==> src/rtl/hud_game_sequencer.sv <==
// hud_game_sequencer: game-flow controller for the HUD layer mux.
// Walks IDLE -> COUNTDOWN -> PLAY -> LIFE_LOST blink -> GAME_OVER. It owns the
// lives count, the level number and the countdown digit, and it drives the
// per-layer visibility enables. Counting steps once per video frame on
// startOfFrame, and every output comes straight from a register.
// Optional feature: define HUD_SEQ_PAUSE_EN to add the pauseToggle input, the
// paused output and a PAUSED state.
module hud_game_sequencer #(
    parameter int unsigned FRAMES_PER_COUNT = 60,
    parameter int unsigned START_LIVES      = 3,
    parameter int unsigned BLINK_FRAMES     = 8,
    parameter int unsigned BLINK_TOGGLES    = 6,
    parameter int unsigned MAX_LEVEL        = 99
) (
    input  logic       clk,
    input  logic       resetN,
    input  logic       startOfFrame,
    input  logic       startGame,
    input  logic       hitEvent,
    input  logic       levelUp,
`ifdef HUD_SEQ_PAUSE_EN
    input  logic       pauseToggle,
    output logic       paused,
`endif
    output logic [5:0] layerEnable,
    output logic [1:0] countdownDigit,
    output logic [2:0] livesCount,
    output logic [6:0] levelNum,
    output logic       playEnable,
    output logic       gameOver
);

    localparam int unsigned FMAX = (FRAMES_PER_COUNT > BLINK_FRAMES) ? FRAMES_PER_COUNT : BLINK_FRAMES;
    localparam int unsigned FCW  = ($clog2(FMAX) < 1) ? 1 : $clog2(FMAX);
    localparam int unsigned BCW  = ($clog2(BLINK_TOGGLES + 1) < 1) ? 1 : $clog2(BLINK_TOGGLES + 1);

    localparam logic [FCW-1:0] COUNT_LAST  = FCW'(FRAMES_PER_COUNT - 1);
    localparam logic [FCW-1:0] BLINK_LAST  = FCW'(BLINK_FRAMES - 1);
    localparam logic [BCW-1:0] TOGGLE_LAST = BCW'(BLINK_TOGGLES - 1);
    localparam logic [2:0]     LIVES_INIT  = 3'(START_LIVES);
    localparam logic [6:0]     LEVEL_MAX   = 7'(MAX_LEVEL);

    localparam logic [5:0] LE_NORMAL    = 6'b011111;
    localparam logic [5:0] LE_COUNTDOWN = 6'b111111;
    localparam logic [5:0] LE_GAMEOVER  = 6'b011011;

    typedef enum logic [2:0] {
        S_IDLE,
        S_COUNTDOWN,
        S_PLAY,
        S_LIFE_LOST,
        S_GAME_OVER
`ifdef HUD_SEQ_PAUSE_EN
        , S_PAUSED
`endif
    } state_t;

    state_t           state_q, state_d;
    logic [FCW-1:0]   frame_q, frame_d;
    logic [BCW-1:0]   blink_q, blink_d;
    logic [1:0]       digit_q, digit_d;
    logic [2:0]       lives_q, lives_d;
    logic [6:0]       level_q, level_d;
    logic             heart_q, heart_d;
    logic [5:0]       le_q, le_d;
    logic             play_q, play_d;
    logic             go_q, go_d;
    logic [6:0]       level_inc;
`ifdef HUD_SEQ_PAUSE_EN
    state_t           prior_q, prior_d;
    logic             paused_q, paused_d;
`endif

    assign level_inc = (level_q >= LEVEL_MAX) ? LEVEL_MAX : level_q + 7'd1;

    // Next-state, counter updates and registered-output values.
    always_comb begin
        state_d = state_q;
        frame_d = frame_q;
        blink_d = blink_q;
        digit_d = digit_q;
        lives_d = lives_q;
        level_d = level_q;
        heart_d = heart_q;
`ifdef HUD_SEQ_PAUSE_EN
        prior_d = prior_q;
`endif
        case (state_q)
            S_IDLE, S_GAME_OVER: begin
                if (startGame) begin
                    state_d = S_COUNTDOWN;
                    digit_d = 2'd3;
                    frame_d = '0;
                    blink_d = '0;
                    heart_d = 1'b1;
                    lives_d = LIVES_INIT;
                    level_d = 7'd1;
                end
            end
            S_COUNTDOWN: begin
                if (startOfFrame) begin
                    if (frame_q == COUNT_LAST) begin
                        frame_d = '0;
                        if (digit_q != 2'd0) begin
                            digit_d = digit_q - 2'd1;
                        end else begin
                            state_d = S_PLAY;
                        end
                    end else begin
                        frame_d = frame_q + 1'b1;
                    end
                end
            end
            S_PLAY: begin
                if (hitEvent) begin
                    if (lives_q > 3'd1) begin
                        lives_d = lives_q - 3'd1;
                        state_d = S_LIFE_LOST;
                        blink_d = '0;
                        frame_d = '0;
                        heart_d = 1'b0;
                    end else begin
                        lives_d = 3'd0;
                        state_d = S_GAME_OVER;
                    end
                end else if (levelUp) begin
                    level_d = level_inc;
                    state_d = S_COUNTDOWN;
                    digit_d = 2'd3;
                    frame_d = '0;
                end
            end
            S_LIFE_LOST: begin
                if (levelUp) begin
                    level_d = level_inc;
                    state_d = S_COUNTDOWN;
                    digit_d = 2'd3;
                    frame_d = '0;
                    blink_d = '0;
                    heart_d = 1'b1;
                end else if (startOfFrame) begin
                    if (frame_q == BLINK_LAST) begin
                        frame_d = '0;
                        heart_d = ~heart_q;
                        if (blink_q == TOGGLE_LAST) begin
                            blink_d = '0;
                            state_d = S_PLAY;
                        end else begin
                            blink_d = blink_q + 1'b1;
                        end
                    end else begin
                        frame_d = frame_q + 1'b1;
                    end
                end
            end
`ifdef HUD_SEQ_PAUSE_EN
            S_PAUSED: begin
            end
`endif
            default: state_d = S_IDLE;
        endcase

`ifdef HUD_SEQ_PAUSE_EN
        // A pause request overrides every other update so the counters freeze exactly.
        if (pauseToggle) begin
            if (state_q == S_COUNTDOWN || state_q == S_PLAY || state_q == S_LIFE_LOST) begin
                state_d = S_PAUSED;
                prior_d = state_q;
                frame_d = frame_q;
                blink_d = blink_q;
                digit_d = digit_q;
                lives_d = lives_q;
                level_d = level_q;
                heart_d = heart_q;
            end else if (state_q == S_PAUSED) begin
                state_d = prior_q;
            end
        end
`endif

        case (state_d)
            S_COUNTDOWN: le_d = LE_COUNTDOWN;
            S_PLAY:      le_d = LE_NORMAL;
            S_LIFE_LOST: le_d = {3'b011, heart_d, 2'b11};
            S_GAME_OVER: le_d = LE_GAMEOVER;
`ifdef HUD_SEQ_PAUSE_EN
            S_PAUSED:    le_d = le_q;
`endif
            default:     le_d = LE_NORMAL;
        endcase
        play_d = (state_d == S_PLAY) || (state_d == S_LIFE_LOST);
        go_d   = (state_d == S_GAME_OVER);
`ifdef HUD_SEQ_PAUSE_EN
        paused_d = (state_d == S_PAUSED);
`endif
    end

    // State, counters and output registers with synchronous active-low reset.
    always_ff @(posedge clk) begin
        if (!resetN) begin
            state_q <= S_IDLE;
            frame_q <= '0;
            blink_q <= '0;
            digit_q <= 2'd3;
            lives_q <= LIVES_INIT;
            level_q <= 7'd1;
            heart_q <= 1'b1;
            le_q    <= LE_NORMAL;
            play_q  <= 1'b0;
            go_q    <= 1'b0;
`ifdef HUD_SEQ_PAUSE_EN
            prior_q  <= S_IDLE;
            paused_q <= 1'b0;
`endif
        end else begin
            state_q <= state_d;
            frame_q <= frame_d;
            blink_q <= blink_d;
            digit_q <= digit_d;
            lives_q <= lives_d;
            level_q <= level_d;
            heart_q <= heart_d;
            le_q    <= le_d;
            play_q  <= play_d;
            go_q    <= go_d;
`ifdef HUD_SEQ_PAUSE_EN
            prior_q  <= prior_d;
            paused_q <= paused_d;
`endif
        end
    end

    assign layerEnable    = le_q;
    assign countdownDigit = digit_q;
    assign livesCount     = lives_q;
    assign levelNum       = level_q;
    assign playEnable     = play_q;
    assign gameOver       = go_q;
`ifdef HUD_SEQ_PAUSE_EN
    assign paused         = paused_q;
`endif

endmodule
==> config.mk <==
export PLATFORM = sky130hd
export DESIGN_NAME = hud_game_sequencer
export DESIGN_NICKNAME = d
export VERILOG_FILES = /design/src/rtl/hud_game_sequencer.sv
export SDC_FILE = /design/constraint.sdc
export NUM_CORES = 1
export LEC_CHECK = 0
export BUFFER_PORTS_ARGS = -buffer_cell sky130_fd_sc_hd__buf_2
export CAP_MARGIN = 40
export CORE_ASPECT_RATIO = 0.8
export CORE_UTILIZATION = 40
export CTS_CLUSTER_SIZE = 24
export DETAILED_ROUTE_END_ITERATION = 7
export PLACE_DENSITY = 0.63
export SKIP_CTS_REPAIR_TIMING = 1
export SLEW_MARGIN = 15
export SYNTH_ARGS = -nofsm -noshare
export SYNTH_HDL_FRONTEND = slang
export SYNTH_SLANG_ARGS = --single-unit
export TNS_END_PERCENT = 5
==> constraint.sdc <==
create_clock -name clk -period 3.8 [get_ports clk]
set_input_delay 0.38 -clock clk [delete_from_list [all_inputs] [get_ports clk]]
set_output_delay 0.38 -clock clk [all_outputs]
set_load 0.01 [all_outputs]
* Yosys cells after proc, flatten, opt, wreduce, memory -nomap -nowiden
Index checks and enable logic that the tools add are counted.
Operators by class: order comparisons 2, add/subtract/negate cells 5, bitwise logic cells 1, multiplexer cells 54, reduce and logical (&&, ||, !) cells 12, eq/ne operators 22
Operator list (number):
- 3-bit two-way mux | 21
- 6-bit two-way mux | 9
- 7-bit two-way mux | 4
- 6-bit one-hot mux with 4 select lines | 1
- 7-bit one-hot mux with 3 select lines | 1
- 6-bit one-hot mux with 3 select lines | 1
- 6-bit AND reduction | 3
- 2-bit inequality test (second input constant) | 7
- 3-bit by 2-bit equality test with 1-bit output (second input constant) | 4
- 2-bit two-way mux | 6
- 3-bit inequality test (second input constant) | 4
- 3-bit one-hot mux with 4 select lines | 1
- 3-bit equality test (second input constant) | 3
- 3-bit one-hot mux with 3 select lines | 1
- 2-bit one-hot mux with 4 select lines | 1
- 7-bit by 1-bit adder with 7-bit output (second input constant) | 1
- 7-bit >= comparator (second input constant) | 1
- 6-bit by 1-bit adder with 6-bit output (second input constant) | 1
- 3-bit by 1-bit equality test with 1-bit output (second input constant) | 2
- 6-bit by 3-bit equality test with 1-bit output (second input constant) | 1
- 6-bit equality test (second input constant) | 1
- 1-bit two-way mux | 6
- 3-bit one-hot mux with 2 select lines | 1
- 3-bit AND reduction | 2
- 12 further kinds | 13
Word-level totals: input bits 6, output and inout bits 20, logic and storage cells 106, bits in registers 33

* Logic depth before layout (Yosys ltp)
Gate-level depths: netlist of the first run.
depth after elaboration 8, mapped depth 7, mapped depth without buffers 7

* Worst setup path after synthesis of the first run
Ideal clock, no wire load.
kind register -> register, start reg lives_q[1], in the netlist livesCount[1], end reg frame_q[2], library setup time 0.116 ns, data required time 3.684 ns, clock period less this slack 1.676 ns, path buffers 0, cell stages (with the launch flop) 8, data arrival time 1.560 ns, slack 2.124 ns, cell sequence dfxtp_1 > inv_1 > ha_1 > o21ba_2 > o22ai_1 > o2bb2ai_2 > o211a_1 > a31o_2
On the way: word-level cells in the longest chain between the ends 3
RTL lines:
- from (decl) | line 62 | logic [2:0] lives_q, lives_d;
- from (signal assigned) | line 220 | lives_q <= lives_d;
- 3-bit by 1-bit greater-than comparator with 1-bit output | line 116 | if (lives_q > 3'd1) begin
- 3-bit inequality test (no source line)
- 6-bit AND reduction (no source line)
- to (signal assigned) | line 217 | frame_q <= frame_d;
- to (decl) | line 59 | logic [FCW-1:0] frame_q, frame_d;
Every way passes these cells. A chain may end at the register's enable or synchronous reset.

* Worst setup path in the final report of the first run
start reg state_q[1], end reg frame_q[4]
On the way: word-level cells in the longest chain between the ends 4, elaborated cells on any way between the ends 14, classes of those cells 9 x eq/ne; 1 x mux; 4 x reduce/logical
RTL lines:
- from (decl) | line 58 | state_t state_q, state_d;
- from (signal assigned) | line 216 | state_q <= state_d;
- 3-bit equality test / 3-bit logical NOT (equally long branches) | line 88 | case (state_q)
- 2-bit OR reduction | line 88
- 4-bit nonzero test (no source line) / 2-bit inequality test (equally long branches)
- 6-bit AND reduction (no source line)
Parallel ways exist; a longest one is shown, timed or not.

==> results of run 1 <==
==> worst max-delay path, cell delays in order, from the launching register on <==
cell	delay, ps
dfxtp_1	570
nand2b_2	270
nor2_1	300
o2bb2ai_2	280
nor4_1	100
a311o_1	320
==> layer usage <==
metal  GRT usage, %  vias up  wire length [um]
met5              0        -                 0
met4          5.769        0                36
met3          4.148        4               199
met2          26.77       49              1572
met1          24.44      706              2080
li1               -      819                 -
==> cells in the final DEF, fill, tap and decap left out, types with 2 or more instances in the layout <==
cell and count:
nor3_1 7, a21boi_1 4, nand4_1 3, nor4_1 4, o21a_1 4, nand2_1 21
nor2b_1 6, o31ai_1 2, nand2b_1 4, and3_1 6, and2_1 3, o21ai_0 11
clkbuf_8 6, a311o_1 2, buf_2 21, o211ai_1 6, a21boi_0 3, nand3b_1 4
nand3_1 7, ha_1 5, inv_1 9, dfxtp_1 29, conb_1 4, o31a_1 2
a31oi_1 2, nor2_1 12, a21oi_1 10
==> flip-flops by register name, summed over array words and instances, names as in the netlist <==
| name | cells |
|---|---|
| blink_q | 3 |
| countdownDigit | 2 |
| frame_q | 6 |
| gameOver | 1 |
| heart_q | 1 |
| layerEnable | 2 |
| levelNum | 7 |
| livesCount | 3 |
| playEnable | 1 |
| state_q | 3 |
==> cell families (layout without fill, tap and decap cells) <==
group / after synthesis / after routing / synth area share, %
simple gates: 93 / 93 / 30.78
compound gates: 62 / 62 / 25.46
flops: 29 / 29 / 32.91
buf+inv: 20 / 37 / 5.887
fa+ha+maj: 5 / 5 / 3.546
mux: 2 / 2 / 1.206
other cells: 1 / 4 / 0.2126
==> worst paths after layout <==
kind	to	cells past startpoint	start	slack, ps
hold reg to reg	frame_q[1]$_SDFFE_PN0P_	2	frame_q[1]$_SDFFE_PN0P_	490
setup reg to reg	frame_q[4]$_SDFFE_PN0P_	5	state_q[1]$_SDFF_PN0_	1840
setup / recovery	frame_q[4]$_SDFFE_PN0P_	5	state_q[1]$_SDFF_PN0_	1840
hold / removal	frame_q[1]$_SDFFE_PN0P_	2	frame_q[1]$_SDFFE_PN0P_	490
==> through the flow <==
step           instance area [sq um]  hold WS [ps]  setup slack [ps]  instances
5_1_grt                         1968         511.7              1758        289
2_1_floorplan                   1775         460.9              2124        215
3_5_place_dp                    1882         487.8              1872        282
6_report                        1968         492.6              1838        289
4_1_cts                         1968         495.2              1860        289
3_3_place_gp                    1882         472.7              1913        282
==> cell type report <==
cell class	count	area (sq um)	share of cell area [%]
multi-input combinational	166	1091	55.44
timing repair buffer	21	105.1	5.340
inverter	9	33.78	1.716
tap	57	71.32	3.624
clock buffer	7	86.33	4.387
sequential	29	580.6	29.50
==> power by group <==
part | leakage, nW | internal (mW) | switching (mW)
Sequential | 0.235 | 0.307 | 0.00538
Combinational | 0.514 | 0.0194 | 0.0351
Clock | 0.0443 | 0.143 | 0.110
Total | 0.793 | 0.470 | 0.151
==> results.sh, run 1 <==
export IMPL_synth_main_ff_cell="dfxtp_1"
export IMPL_min_period_ps=1962
export IMPL_status="finished clean"
export IMPL_totalWireLength_um=3888
export IMPL_start_util_pct=41.96
export IMPL_synth_most_common_cell="dfxtp_1"
export IMPL_grt_ovfl_total=0
export IMPL_slew_headroom_pct=61.98
export IMPL_cp_end_kind="flip-flop"
export IMPL_postSynthAreaPerCell_sq_um=8.322
export IMPL_place_gp_congestion=0.8003
export IMPL_ant_nets=0
export IMPL_fp_coreArea_sq_um=4204
export IMPL_rows=21
export IMPL_antenna_cells=0
export IMPL_drv_slew=0
export IMPL_fin_crit_sh_pct=51.62
export IMPL_synth_largest_area_cell="dfxtp_1"
export IMPL_dr_total_vias=1578
export IMPL_ys_types=63
export IMPL_rsz0062_at_grt="no"
export IMPL_dieWidth_um=76.25
export IMPL_die_h_um=61.40
export IMPL_port_buffers=21
export IMPL_finClkSkew_ps=2.407
export IMPL_ys_async_sr_fraction_pct=0
export IMPL_numCtsBuffers=5
export IMPL_p_total_mw=0.6206
export IMPL_grt_pass1_vias=1350
export IMPL_critPathKind="flip-flop to flip-flop"
export IMPL_worstSetupStartpointType="flip-flop"
export IMPL_max_freq_ghz=0.5098
export IMPL_synthTopCellsByCount="dfxtp_1 (29), nand2_1 (21), nor2_1 (12)"
export IMPL_worst_pin_slew_ps=570.3
export IMPL_path_clk_slew_ps=60
export IMPL_io_pins=26
export IMPL_drt_first_pass_iters=4
export IMPL_yosys_register_bits=29
export IMPL_yosysWarnings=0
export IMPL_antenna_found_initial=0
export IMPL_hold_viol_final=0
export IMPL_grt_pass1_wl_um=6417
export IMPL_critical_path_arrival_ps=2120
export IMPL_p_leak_nw=0.7927
export IMPL_synth_area_leaders="dfxtp_1 (33%), nand2_1 (4.5%), ha_1 (3.5%)"
export IMPL_grtUsageTotal_pct=17.46
export IMPL_root_buffer="clkbuf_8"
export IMPL_tritoncts="done"
export IMPL_dp_hpwl_um=2779
export IMPL_synth_top_area_share_pct=32.91
export IMPL_drc=0
export IMPL_finish_utilization_pct=46.82
export IMPL_worstPathRequired_ps=3960
export IMPL_cp_max_fo=14
export IMPL_nets=243
export IMPL_cap_violations=0
export IMPL_nFillCells=453
export IMPL_syn_area_sq_um=1764
export IMPL_setup_tns_ps=0
export IMPL_grt_max_degree=32
export IMPL_setup_viol=0
export IMPL_power_density_nw_per_um2=315.3
export IMPL_wl_per_cell_um=13.45
export IMPL_vias_per_cell=5.460
export IMPL_synth_seq_area_share_pct=32.91
export IMPL_design_die_area_sq_um=4682
export IMPL_peakVddDrop_v=0.0002353
export IMPL_area_growth_pct=11.56
export IMPL_drt_initial_drc_count=135
export IMPL_syn_inst=212
export IMPL_cts_sinks=29
export IMPL_min_path_type="flip-flop to flip-flop"
export IMPL_drive_gt1_share_pct=18.97
export IMPL_cts_htree_levels=2
export IMPL_synth_edff_count=0
export IMPL_clk_path_buf_depth=2
export IMPL_insertion_delay_ps=280
(Power assumes the default switching activity.)
==> inputs of run 2 (changes only) <==
--- a/config.mk
+++ b/config.mk
@@ -11,7 +11,7 @@
 export CORE_UTILIZATION = 40
 export CTS_CLUSTER_SIZE = 24
 export DETAILED_ROUTE_END_ITERATION = 7
-export PLACE_DENSITY = 0.63
+export PLACE_DENSITY = 0.66
 export SKIP_CTS_REPAIR_TIMING = 1
 export SLEW_MARGIN = 15
 export SYNTH_ARGS = -nofsm -noshare
==> constraint.sdc (replaced) <==
create_clock -name clk -period 1.8 [get_ports clk]
set_input_delay 0.18 -clock clk [delete_from_list [all_inputs] [get_ports clk]]
set_output_delay 0.18 -clock clk [all_outputs]
set_load 0.01 [all_outputs]
==> run 2 against run 1 <==
Sequential power grew 110%. Total power is 110% higher. Wire length increased by 8.3%. Sequential share of layout area down 2.6 points. Largest power group unchanged. Clock power increased by 93%. Worst setup slack worse by 1800 ps. Combinational power rose to 2.6 times the previous value. Critical path type unchanged. Via count increased by 7.4%. Fmax up 13%.
==> results.sh, run 2 (synthesis results as in run 1) <==
export IMPL_fp_coreArea_sq_um=4204
export IMPL_rsz0062_at_grt="yes"
export IMPL_cp_end_kind="flip-flop"
export IMPL_dp_hpwl_um=2990
export IMPL_rows=21
export IMPL_gr_usage_met1_pct=28.48
export IMPL_cts_htree_levels=2
export IMPL_cts_sinks=29
export IMPL_peakVddDrop_v=0.0003478
export IMPL_drive_gt1_share_pct=28.57
export IMPL_grtUsageTotal_pct=19.35
export IMPL_use_met2_pct=26.77
export IMPL_max_freq_ghz=0.5782
export IMPL_wl_per_cell_um=13.62
export IMPL_totalWireLength_um=4210
export IMPL_p_leak_nw=0.8974
export IMPL_critPathKind="flip-flop to flip-flop"
export IMPL_regArea_sq_um=583.1
export IMPL_port_buffers=21
export IMPL_design_die_area_sq_um=4682
export IMPL_critical_path_arrival_ps=1900
export IMPL_path_clk_slew_ps=60
export IMPL_finish_utilization_pct=51.64
export IMPL_fin_crit_sh_pct=96.09
export IMPL_numCtsBuffers=5
export IMPL_vias_per_cell=5.485
export IMPL_drt_initial_drc_count=182
export IMPL_dieWidth_um=76.25
export IMPL_nets=264
export IMPL_start_util_pct=41.96
export IMPL_place_area_sq_um=2032
export IMPL_root_buffer="clkbuf_8"
export IMPL_grt_max_degree=18
export IMPL_placed_cells=302
export IMPL_drt_first_pass_iters=4
export IMPL_setup_viol=0
export IMPL_worstSetupStartpointType="flip-flop"
export IMPL_min_path_type="primary input to flip-flop"
export IMPL_dr_total_vias=1695
export IMPL_most_common_layout_cells="dfxtp_1 (27), nand2_1 (21), buf_2 (21), buf_4 (21), nor2_1 (12)"
export IMPL_drv_slew=0
export IMPL_grt_busiest_layer="met1"
export IMPL_finalInstanceArea_sq_um=2171
export IMPL_multi_input_comb_area_sq_um=1146
export IMPL_drc=0
export IMPL_tritoncts="done"
export IMPL_grt_pass1_vias=1490
export IMPL_final_cells=309
export IMPL_clk_path_buf_depth=2
export IMPL_worstPathRequired_ps=1970
export IMPL_largest_reg_flops=7
export IMPL_grt_pass1_wl_um=7024
export IMPL_cap_violations=0
export IMPL_grt_ovfl_total=0
export IMPL_antenna_cells=0
export IMPL_nFillCells=403
export IMPL_cp_max_fo=5
export IMPL_finClkSkew_ps=9.879
export IMPL_antenna_found_initial=0
export IMPL_status="finished clean"
export IMPL_hold_viol_final=0
export IMPL_io_pins=26
export IMPL_area_growth_pct=23.05
export IMPL_insertion_delay_ps=280
export IMPL_final_common_cell="dfxtp_1"
export IMPL_power_density_nw_per_um2=594.5
export IMPL_place_gp_congestion=0.8252
export IMPL_min_period_ps=1730
export IMPL_ant_nets=0
export IMPL_grt_use_met3_pct=4.889
export IMPL_die_h_um=61.40
==> run 2: cell count changes in the layout (fill, tap and decap cells not counted), sizes merged <==
cell / change
clkbuf: -2
buf: +21
clkinv: +1
==> run 2: final timing paths <==
check                                    to  slack (ps)                      from  depth (start not counted)
setup reg to reg  layerEnable[5]$_SDFF_PN0_          70   frame_q[0]$_SDFFE_PN0P_                          6
hold reg to reg    levelNum[6]$_SDFFE_PN0P_         500  levelNum[6]$_SDFFE_PN0P_                          2
setup / recovery  layerEnable[5]$_SDFF_PN0_          70   frame_q[0]$_SDFFE_PN0P_                          6
hold / removal           heart_q$_SDFF_PN1_         190                    resetN                          2
==> run 2: power breakdown <==
part	total, mW	internal, mW	switching [mW]
logic	0.143	0.0583	0.0845
registers	0.659	0.649	0.00980
clock network	0.489	0.253	0.235
==> run 2: final cells by class <==
class                   count  share of cell area [%]
clock buffers               5                   3.170
clock inverters             1                  0.2305
inverters                   9                   1.556
multi-input cells         166                   52.80
flip-flops and latches     29                   26.86
well taps                  57                   3.285
repair buffers             42                   12.10
==> run 2: metal layers <==
metal / vias up / part of all wire (%)
met5: - / 0
met4: 0 / 1.3
met3: 8 / 6.8
met2: 45 / 40
met1: 785 / 51
li1: 857 / -
==> run 2: worst max-delay path: stages (launching register included) <==
cell     delay [ps]
dfxtp_1         380
ha_4            180
and3b_2         240
nand3_4         110
o41ai_2         350
nand3_1         180
and3_1          200
==> run 2: through the flow <==
stage               setup TNS [ps]  setup WS (ps)  hold slack [ps]  total power [mW]
finish                           0          70.34            188.3             1.291
global route                -22.59         -17.26            190.0             1.356
CTS                         -127.5         -63.86            188.3             1.285
detailed placement          -83.13         -50.82            481.0            0.8030
global placement                 0          50.90            473.2            0.8022
floorplan                        0          123.9            420.4            0.7626
